--- src/rtl/cmd_exec_ctrl.sv ---
// Command execution controller: pops commands, performs one memory write/read, and pushes the response bytes.
// Optional CMD_EXEC_ADDR_CHECK_EN rejects W/R commands whose address is >= MEM_DEPTH.
module cmd_exec_ctrl #(
    parameter int ADDR_W     = 16,
    parameter int DATA_W     = 32,
    parameter int MEM_DEPTH  = 1024,
    parameter int MEM_RD_LAT = 1,
    localparam int CMD_W     = 8 + ADDR_W + DATA_W,
    localparam int NBYTES    = DATA_W / 8
) (
    input  logic              clk,
    input  logic              rst,
    input  logic              cmd_fifo_empty,
    output logic              cmd_fifo_rd_en,
    input  logic [CMD_W-1:0]  cmd_fifo_rd_data,
    output logic              mem_en,
    output logic              mem_we,
    output logic [ADDR_W-1:0] mem_addr,
    output logic [DATA_W-1:0] mem_wdata,
    input  logic [DATA_W-1:0] mem_rdata,
    input  logic              resp_fifo_full,
    output logic              resp_fifo_wr_en,
    output logic [7:0]        resp_fifo_wr_data,
    output logic              busy,
    output logic [7:0]        err_cnt
);

    localparam int CNT_W = $clog2(NBYTES) + 1;
    localparam int LAT_W = (MEM_RD_LAT > 1) ? $clog2(MEM_RD_LAT) : 1;

    localparam logic [7:0] OP_WR   = 8'h57;
    localparam logic [7:0] OP_RD   = 8'h52;
    localparam logic [7:0] RSP_ACK = 8'h4B;
    localparam logic [7:0] RSP_ERR = 8'h45;

    // Single-byte responses sit in the top byte so the common shift path emits them.
    localparam logic [DATA_W-1:0] ACK_WORD = DATA_W'(RSP_ACK) << (DATA_W - 8);
    localparam logic [DATA_W-1:0] ERR_WORD = DATA_W'(RSP_ERR) << (DATA_W - 8);

    typedef enum logic [2:0] {
        S_IDLE,
        S_FETCH,
        S_EXEC,
        S_RD_WAIT,
        S_RESP
    } state_t;

    state_t              r_state;
    state_t              w_next;

    logic [7:0]          r_opcode;
    logic [ADDR_W-1:0]   r_addr;
    logic [DATA_W-1:0]   r_wdata;
    logic [DATA_W-1:0]   r_shift;
    logic [CNT_W-1:0]    r_byte_cnt;
    logic [LAT_W-1:0]    r_lat_cnt;
    logic [7:0]          r_err_cnt;

    logic                w_addr_bad;
    logic                w_is_wr;
    logic                w_is_rd;

`ifdef CMD_EXEC_ADDR_CHECK_EN
    localparam logic [ADDR_W:0] DEPTH_EXT = (ADDR_W + 1)'(MEM_DEPTH);
    assign w_addr_bad = ({1'b0, r_addr} >= DEPTH_EXT);
`else
    assign w_addr_bad = 1'b0;
`endif

    assign w_is_wr = (r_opcode == OP_WR) && !w_addr_bad;
    assign w_is_rd = (r_opcode == OP_RD) && !w_addr_bad;

    always_ff @(posedge clk or posedge rst) begin
        if (rst) begin
            r_state <= S_IDLE;
        end else begin
            r_state <= w_next;
        end
    end

    // rd_en is combinational so the pop lands in the IDLE cycle; rst gates it while reset is held.
    always_comb begin
        w_next          = r_state;
        cmd_fifo_rd_en  = 1'b0;
        mem_en          = 1'b0;
        mem_we          = 1'b0;
        resp_fifo_wr_en = 1'b0;
        case (r_state)
            S_IDLE: begin
                if (!cmd_fifo_empty && !rst) begin
                    cmd_fifo_rd_en = 1'b1;
                    w_next         = S_FETCH;
                end
            end
            S_FETCH: begin
                w_next = S_EXEC;
            end
            S_EXEC: begin
                if (w_is_wr) begin
                    mem_en = 1'b1;
                    mem_we = 1'b1;
                    w_next = S_RESP;
                end else if (w_is_rd) begin
                    mem_en = 1'b1;
                    w_next = S_RD_WAIT;
                end else begin
                    w_next = S_RESP;
                end
            end
            S_RD_WAIT: begin
                if (r_lat_cnt == '0) begin
                    w_next = S_RESP;
                end
            end
            S_RESP: begin
                if (!resp_fifo_full) begin
                    resp_fifo_wr_en = 1'b1;
                    if (r_byte_cnt == CNT_W'(1)) begin
                        w_next = S_IDLE;
                    end
                end
            end
            default: begin
                w_next = S_IDLE;
            end
        endcase
    end

    always_ff @(posedge clk or posedge rst) begin
        if (rst) begin
            r_opcode   <= '0;
            r_addr     <= '0;
            r_wdata    <= '0;
            r_shift    <= '0;
            r_byte_cnt <= '0;
            r_lat_cnt  <= '0;
            r_err_cnt  <= '0;
        end else begin
            case (r_state)
                S_FETCH: begin
                    {r_opcode, r_addr, r_wdata} <= cmd_fifo_rd_data;
                end
                S_EXEC: begin
                    if (w_is_wr) begin
                        r_shift    <= ACK_WORD;
                        r_byte_cnt <= CNT_W'(1);
                    end else if (w_is_rd) begin
                        r_byte_cnt <= CNT_W'(NBYTES);
                        r_lat_cnt  <= LAT_W'(MEM_RD_LAT - 1);
                    end else begin
                        r_shift    <= ERR_WORD;
                        r_byte_cnt <= CNT_W'(1);
                        if (r_err_cnt != 8'hFF) begin
                            r_err_cnt <= r_err_cnt + 8'd1;
                        end
                    end
                end
                S_RD_WAIT: begin
                    if (r_lat_cnt == '0) begin
                        r_shift <= mem_rdata;
                    end else begin
                        r_lat_cnt <= r_lat_cnt - LAT_W'(1);
                    end
                end
                S_RESP: begin
                    if (!resp_fifo_full) begin
                        r_shift    <= r_shift << 8;
                        r_byte_cnt <= r_byte_cnt - CNT_W'(1);
                    end
                end
                default: begin
                end
            endcase
        end
    end

    assign mem_addr          = r_addr;
    assign mem_wdata         = r_wdata;
    assign resp_fifo_wr_data = r_shift[DATA_W-1 -: 8];
    assign busy              = (r_state != S_IDLE);
    assign err_cnt           = r_err_cnt;

endmodule

--- config.mk ---
export PLATFORM = sky130hd
export DESIGN_NAME = cmd_exec_ctrl
export DESIGN_NICKNAME = d
export VERILOG_FILES = /design/src/rtl/cmd_exec_ctrl.sv
export SDC_FILE = /design/constraint.sdc
export NUM_CORES = 1
export LEC_CHECK = 0
export CAP_MARGIN = 25
export CORE_MARGIN = 1
export CORE_UTILIZATION = 30
export CTS_CLUSTER_SIZE = 40
export DETAILED_ROUTE_END_ITERATION = 10
export PLACE_DENSITY = 0.68
export SLEW_MARGIN = 20
export SYNTH_ARGS = -nofsm -noshare
export SYNTH_HDL_FRONTEND = slang
export SYNTH_SLANG_ARGS = --single-unit
--- constraint.sdc ---
create_clock -name clk -period 7.2 [get_ports clk]
set_clock_uncertainty 0.2 [all_clocks]
set_input_delay 1.44 -clock clk [delete_from_list [all_inputs] [get_ports clk]]
set_output_delay 1.44 -clock clk [all_outputs]
set_load 0.05 [all_outputs]
After elaboration in Yosys (flattened, before gate mapping):

Cells that the tools add are included.

* register bits after elaboration: 103
* output and inout port bits: 69

* $add $sub $neg: 3
* equal/unequal tests: 15
* mux-type cells: 29
* bitwise logic cells: 2
* reduce and logical (&&, ||, !) cells: 13

Operators with widths (count)
* 32-bit 2-to-1 mux: 4
* 32-bit one-hot mux with 3 select lines: 1
* 3-bit 2-to-1 mux: 9
* 8-bit by 7-bit == test with 1-bit output, second input constant: 2
* 3-bit one-hot mux with 5 select lines: 1
* 1-bit 2-to-1 mux: 12
* 2-bit inequality test, second input constant: 6
* 4-bit AND reduction: 3
* 8-bit by 1-bit adder with 8-bit output, second input constant: 1
* 8-bit inequality test, second input constant: 1
* 3-bit by 1-bit == test with 1-bit output, second input constant: 2
* 3-bit by 2-bit == test with 1-bit output, second input constant: 2
* 3-bit one-hot mux with 2 select lines: 1
* 3-bit nonzero test: 2
* 2-bit nonzero test: 2
* 3-bit == test, second input constant: 1
* 3-bit logical NOT: 1
* 3-bit inequality test, second input constant: 1
* 3-bit AND reduction: 1
* 3-bit by 1-bit subtractor with 3-bit output, second input constant: 1
* 1-bit logical NOT: 2
* 1-bit inverter: 2
* 1-bit one-hot mux with 2 select lines: 1
* 2-bit AND reduction: 1
* 2 further kinds: 2

Depth between registers and ports, before layout:

Gate-level depths: netlist of run 1.

* word-level depth: 4
* mapped depth: 8
* gate-level depth less buffers: 6

Worst setup path after synthesis of run 1:

Ideal clock, no wire load.

* path type: flip-flop to output port
* start point: reg r_state[0]
* end point: out mem_en
* arrival time: 2.696 ns
* data required time: 5.560 ns
* setup slack: 2.864 ns
* stages on the path, launching flop included: 5
* path buffers: 2
* path through: dfrtp_1 > clkbuf_1 > or3b_2 > clkbuf_1 > nor4_1

* word-level cells in the longest chain between the ends: 2

Ends and longest elaborated chain
* start, declared: RTL line 48 `state_t r_state;`
* start signal, assigned: RTL line 77 `r_state <= w_next;`
* 3-bit by 2-bit == test with 1-bit output: RTL line 88 `case (r_state)`
* 1-bit 2-to-1 mux: RTL line 88
* end, declared: RTL line 16 `output logic mem_en,`

Every way passes these cells.

Worst setup path in the final report of run 1:

* start point: in rst
* end point: out cmd_fifo_rd_en

* word-level cells in the longest chain between the ends: 4

Ends and longest elaborated chain
* start, declared: RTL line 12 `input logic rst,`
* 1-bit logical NOT (no line)
* 1-bit logical AND: RTL line 90 `if (!cmd_fifo_empty && !rst) begin`
* 1-bit 2-to-1 mux: RTL line 90
* 1-bit 2-to-1 mux: RTL line 88
* end, declared: RTL line 14 `output logic cmd_fifo_rd_en,`

Every way passes these cells.

==> results of run 1 <==
-- layer usage --
| layer | GRT usage [%] | vias to the layer above | wire length, um |
|---|---|---|---|
| li1 | - | 1444 | - |
| met3 | 4.940 | 10 | 638 |
| met4 | 4.678 | 0 | 136 |
| met1 | 16.50 | 1533 | 4368 |
| met5 | 0 | - | 0 |
| met2 | 21.74 | 98 | 5001 |
-- registers in the layout, indices dropped and copies added, names as in the netlist --
name and flops:
err_cnt 8, mem_addr 16, mem_wdata 32, r_byte_cnt 3, r_opcode 8, r_shift 32, r_state 3
-- path summary, 6_finish.rpt --
check	slack [ps]	cells past startpoint	end	startpoint
hold / removal	300	1	err_cnt[6]	err_cnt[6]
max in group asynchronous	4340	3	mem_wdata[11]	rst
hold reg to reg	300	1	err_cnt[6]	err_cnt[6]
min in group asynchronous	1340	2	r_shift[24]	rst
setup reg to reg	4700	5	r_shift[29]	r_state[0]
setup / recovery	2440	4	cmd_fifo_rd_en	rst
-- layout by cell type, fill, tap and decap left out, drive strengths merged, types with 2 or more instances in the layout --
cell / n
nor4: 3
ha: 3
nand2: 5
clkinv: 2
buf: 5
nor3: 5
or3b: 2
o21ai: 5
nor2: 6
dfrtp: 102
xor2: 8
a221o: 2
mux2i: 2
a22o: 27
nand3: 2
o22ai: 2
clkbuf: 13
a211o: 2
clkdlybuf4s50: 160
nor3b: 5
o31ai: 3
mux2: 80
a21oi: 2
inv: 5
-- logic make-up (layout without fill, tap and decap cells) --
logic type	after synthesis	in the layout	share of synthesized area [%]
AOI/OAI and AO/OA	49	49	8.856
xor gates and xnor gates	8	8	1.555
adders and majority gates	3	3	0.8330
buffers and inverters	33	185	4.525
DFF	102	102	56.64
muxes	82	82	21.93
and+or+nand+nor	39	39	5.665
-- worst max-delay path, cell delays in order --
cell and delay, ps:
clkdlybuf4s50_1 460, or2_2 320, nor2_1 100, clkdlybuf4s50_1 800
-- through the flow --
step	total power [mW]	utilization, %	hold slack (ps)	worst slack [ps]
5_1_grt	2.982	44.43	315.5	2363
3_5_place_dp	2.401	42.52	287.0	2442
3_3_place_gp	2.374	42.52	282.1	2434
6_report	2.840	44.43	300.5	2436
2_1_floorplan	1.945	-	266.5	2864
4_1_cts	2.876	44.43	303.3	2435
-- cell type report --
type | count | area, um2
Fill cell | 1300 | 8108
Sequential cell | 102 | 2552
Multi-Input combinational cell | 181 | 1760
Timing Repair Buffer | 165 | 1639
Clock buffer | 13 | 260.3
Tap cell | 184 | 230.2
Inverter | 5 | 21.27
Clock inverter | 2 | 17.52
-- power breakdown --
| group | leakage (nW) | switching (mW) | internal (mW) | total, mW |
|---|---|---|---|---|
| sequential | 1.28 | 0.139 | 0.788 | 0.927 |
| combinational | 1.33 | 0.877 | 0.577 | 1.45 |
| clock | 0.136 | 0.205 | 0.253 | 0.458 |
==> flow_metrics.tcl, run 1 <==
set metrics [dict create \
    status "completed" \
    rsz0062_at_grt "no" \
    syn_to_final_growth_pct 43.81 \
    leakagePower_nw 2.748 \
    setup-tns-final_ps 0 \
    avgSynthCellArea_um2 14.26 \
    final_nets 559 \
    postCtsSetupRepairBufs 0 \
    drv_cap 0 \
    core_area_um2 14590 \
    drt_pass1_iterations 5 \
    design_area_um2 6481 \
    root_buffer "clkbuf_16" \
    place_area_um2 6203 \
    synthFlopType "dfrtp_1" \
    yosysTopAreaCellShare_pct 56.64 \
    mappedNetlistArea_um2 4507 \
    grt_pass1_wl_mm 16.52 \
    cp-start-kind "input pin" \
    crit_required_ps 5560 \
    num_rows 44 \
    drt-initial-drc-count 156 \
    cts_buffers 9 \
    synthTopCellsByArea "dfrtp_1 57%, mux2_2 15%, mux2_4 6.0%" \
    finalSetupViolCount 0 \
    cp-end-kind "primary output" \
    cts_tree "done" \
    post-dp-hpwl_mm 7.326 \
    synth_common_cells "102 x dfrtp_1, 62 x mux2_2, 27 x a22o_1" \
    synth_nets 411 \
    num_vias 3085 \
    ctsLongestPathBuffers 2 \
    finalCritPeriodShare_pct 66.16 \
    synth_edf_count 0 \
    clkLatencyLatePin_ps 340 \
    yosys_warnings 0 \
    holdBufCountCts 0 \
    antenna_found_initial 0 \
    routed_wl_mm 10.14 \
    start_util_pct 30.89 \
    crit_type "input pin to primary output" \
    max-slew-margin-rel_pct 44.83 \
    grt_max_degree 58 \
    gp_congestion 0.7757 \
    peakVddDrop_mv 0.2519 \
    cp_max_fo 2 \
    ctsResizeCount 0 \
    layout.cells.non_filler 652 \
    powerDensity_nw_per_um2 438.2 \
    track_usage_pct 13.47 \
    numPortBuffers 160 \
    yosysSeqAreaShare_pct 56.64 \
    drive_gt1_share_pct 23.08 \
    drc 0 \
    finalCriticalPeriod_ps 4764 \
    async_flop_share_pct 100.0 \
    grt_overflow 0 \
    clk_pin_slew_worst_paths_ps 60 \
    postSynthRegisterBits 102 \
    fp.dieArea_um2 15520 \
    synthDistinctLibCells 45 \
    synthCells 316 \
    tightest_slew_ps 821.3 \
    vias_per_cell 4.732 \
    max_clock_freq_mhz 209.9 \
    hold_violations 0 \
    min_path_type "flop to flop" \
    clkSinkCount 102 \
    htree_num_levels 3 \
    post-synth-top-area-cell "dfrtp_1" \
    pin_count 161 \
    maxSlewViolCount 0 \
    dieWidth_um 124.6 \
    diodes 0 \
    avgRoutedWirePerCell_um 15.56 \
    die_h_um 124.6 \
    synth.most_common_cell "dfrtp_1" \
    grt_pass1_vias 3256 \
    antenna_left 0 \
    cp_data_arrival_time_ps 3120 \
    dp_cells 637 \
]
No activity file was read; power rests on OpenSTA's default activity.
==> run 2, diff against run 1 <==
- PLACE_DENSITY: 0.68 -> 0.71
- clock period: 7.2 -> 3.8 ns (I/O delays scaled with it)
==> run 2 against run 1 <==
Against the previous run: clock-buffer cell count stayed put; routed wire length is 1.1% lower; sequential power is 88% higher; non-clock buffer count is 1 higher; global-route usage is 0.35 points higher; cell count is 0.31% higher; critical path depth is 1 lower; setup slack worse by 2300 ps; total power is 91% higher; die area stayed put; sequential cell count stayed put; largest cell class unchanged.
==> flow_metrics.tcl, run 2 (synthesis gave the netlist of run 1 again) <==
set metrics [dict create \
    status "completed" \
    ctsResizeCount 0 \
    slowest_stage "clkdlybuf4s50_1" \
    max-slew-margin-rel_pct 45.94 \
    ctsLongestPathBuffers 2 \
    root_buffer "clkbuf_16" \
    track_usage_pct 13.83 \
    setup-tns-final_ps 0 \
    ff2ff_path_depth 5 \
    fp.dieArea_um2 15520 \
    min-delay-start "err_cnt[7]" \
    drc 0 \
    finalCriticalPeriod_ps 3616 \
    clkLatencyLatePin_ps 350 \
    grt_pass1_vias 3311 \
    vias_per_cell 4.687 \
    fillCellCount 1317 \
    maxSlewViolCount 0 \
    crit_required_ps 2840 \
    dp_cells 638 \
    drive_gt1_share_pct 23.40 \
    routed_wl_mm 10.03 \
    gp_congestion 0.7647 \
    layout_commonest_cell "clkdlybuf4s50_1" \
    holdBufCountCts 0 \
    tightest_slew_ps 804.8 \
    max_clock_freq_mhz 276.5 \
    core_area_um2 14590 \
    holdWs_ps 304.4 \
    grt_pass1_wl_mm 16.97 \
    num_rows 44 \
    rsz0062_at_grt "no" \
    final_cell_mix "159 x clkdlybuf4s50_1, 102 x dfrtp_1, 62 x mux2_2, 27 x a22o_1, 18 x mux2_4" \
    powerDensity_nw_per_um2 833.2 \
    peakVddDrop_mv 0.5193 \
    drt-initial-drc-count 117 \
    r2r_end "r_shift[26]" \
    antenna_left 0 \
    regArea_um2 2552 \
    critical_path.max_stage_delay_ps 880 \
    design_area_um2 6515 \
    finalSetupViolCount 0 \
    cp_data_arrival_time_ps 2660 \
    die_h_um 124.6 \
    r2r-start "r_state[0]" \
    holdPathEnd "err_cnt[7]" \
    place_area_um2 6221 \
    crit_type "flop to primary output" \
    clkSinkCount 102 \
    setup_ws_ps 184.0 \
    path_cells "or3b_2 > nor4_1 > clkdlybuf4s50_1" \
    rrSetupSlack_ps 1240 \
    place_ws_ps 394.0 \
    cp-end-kind "primary output" \
    start_util_pct 30.89 \
    antenna_found_initial 0 \
    cts_tree "done" \
    min_path_type "flop to flop" \
    post-dp-hpwl_mm 7.274 \
    cp_max_fo 10 \
    dieWidth_um 124.6 \
    grt_max_degree 61 \
    hold_depth 1 \
    diodes 0 \
    avgRoutedWirePerCell_um 15.34 \
    hold_violations 0 \
    finalCritPeriodShare_pct 95.16 \
    htree_num_levels 3 \
    syn_to_final_growth_pct 44.56 \
    cp-start-kind "flop" \
    layout.cells.non_filler 654 \
    clk_pin_slew_worst_paths_ps 70 \
    postCtsSetupRepairBufs 0 \
    cts_buffers 9 \
    final_nets 560 \
    pin_count 161 \
    leakagePower_nw 2.767 \
    drv_cap 0 \
    num_vias 3065 \
    numPortBuffers 160 \
    grt_overflow 0 \
    drt_pass1_iterations 4 \
    multi_input_area_um2 1760 \
]
run 2: critical path: cells and delay by family (launching register included):
kind	cells	cell delay, ps
DFF	1	470
and+or+nand+nor	2	960
buffers and inverters	1	880
run 2: area by class of cell:
class                   instances  area share (%)
flip-flops and latches        102           39.18
multi-input cells             181           27.02
repair buffers                166           25.43
clock buffers                  13           3.841
well taps                     184           3.534
clock inverters                 3          0.6722
inverters                       5          0.3265
run 2: routing by layer:
metal	wire, um	GRT usage, %
met5	0	0
met4	147	5.103
met3	697	5.069
met2	5034	23.11
met1	4152	16.14
run 2: per-stage QoR:
| step | utilization, % | power (mW) |
|---|---|---|
| 5_1_grt | 44.66 | 5.691 |
| 6_report | 44.66 | 5.429 |
| 3_5_place_dp | 42.64 | 4.550 |
| 3_3_place_gp | 42.64 | 4.486 |
| 2_1_floorplan | - | 3.685 |
| 4_1_cts | 44.66 | 5.498 |
run 2: worst max path at each step:
stage / from / end / cells after the start
global route: r_state[1] / mem_en / 3
floorplan: r_state[0] / mem_en / 4
finish: r_state[0] / mem_en / 3
global placement: resp_fifo_full / resp_fifo_wr_en / 3
detailed placement: resp_fifo_full / resp_fifo_wr_en / 3
CTS: r_state[0] / mem_en / 3
run 2: report_power, final:
part	internal [mW]	total (mW)	switching, mW
combinational	1.10	2.76	1.67
sequential	1.49	1.74	0.252
clock	0.530	0.921	0.391
total	3.12	5.43	2.31
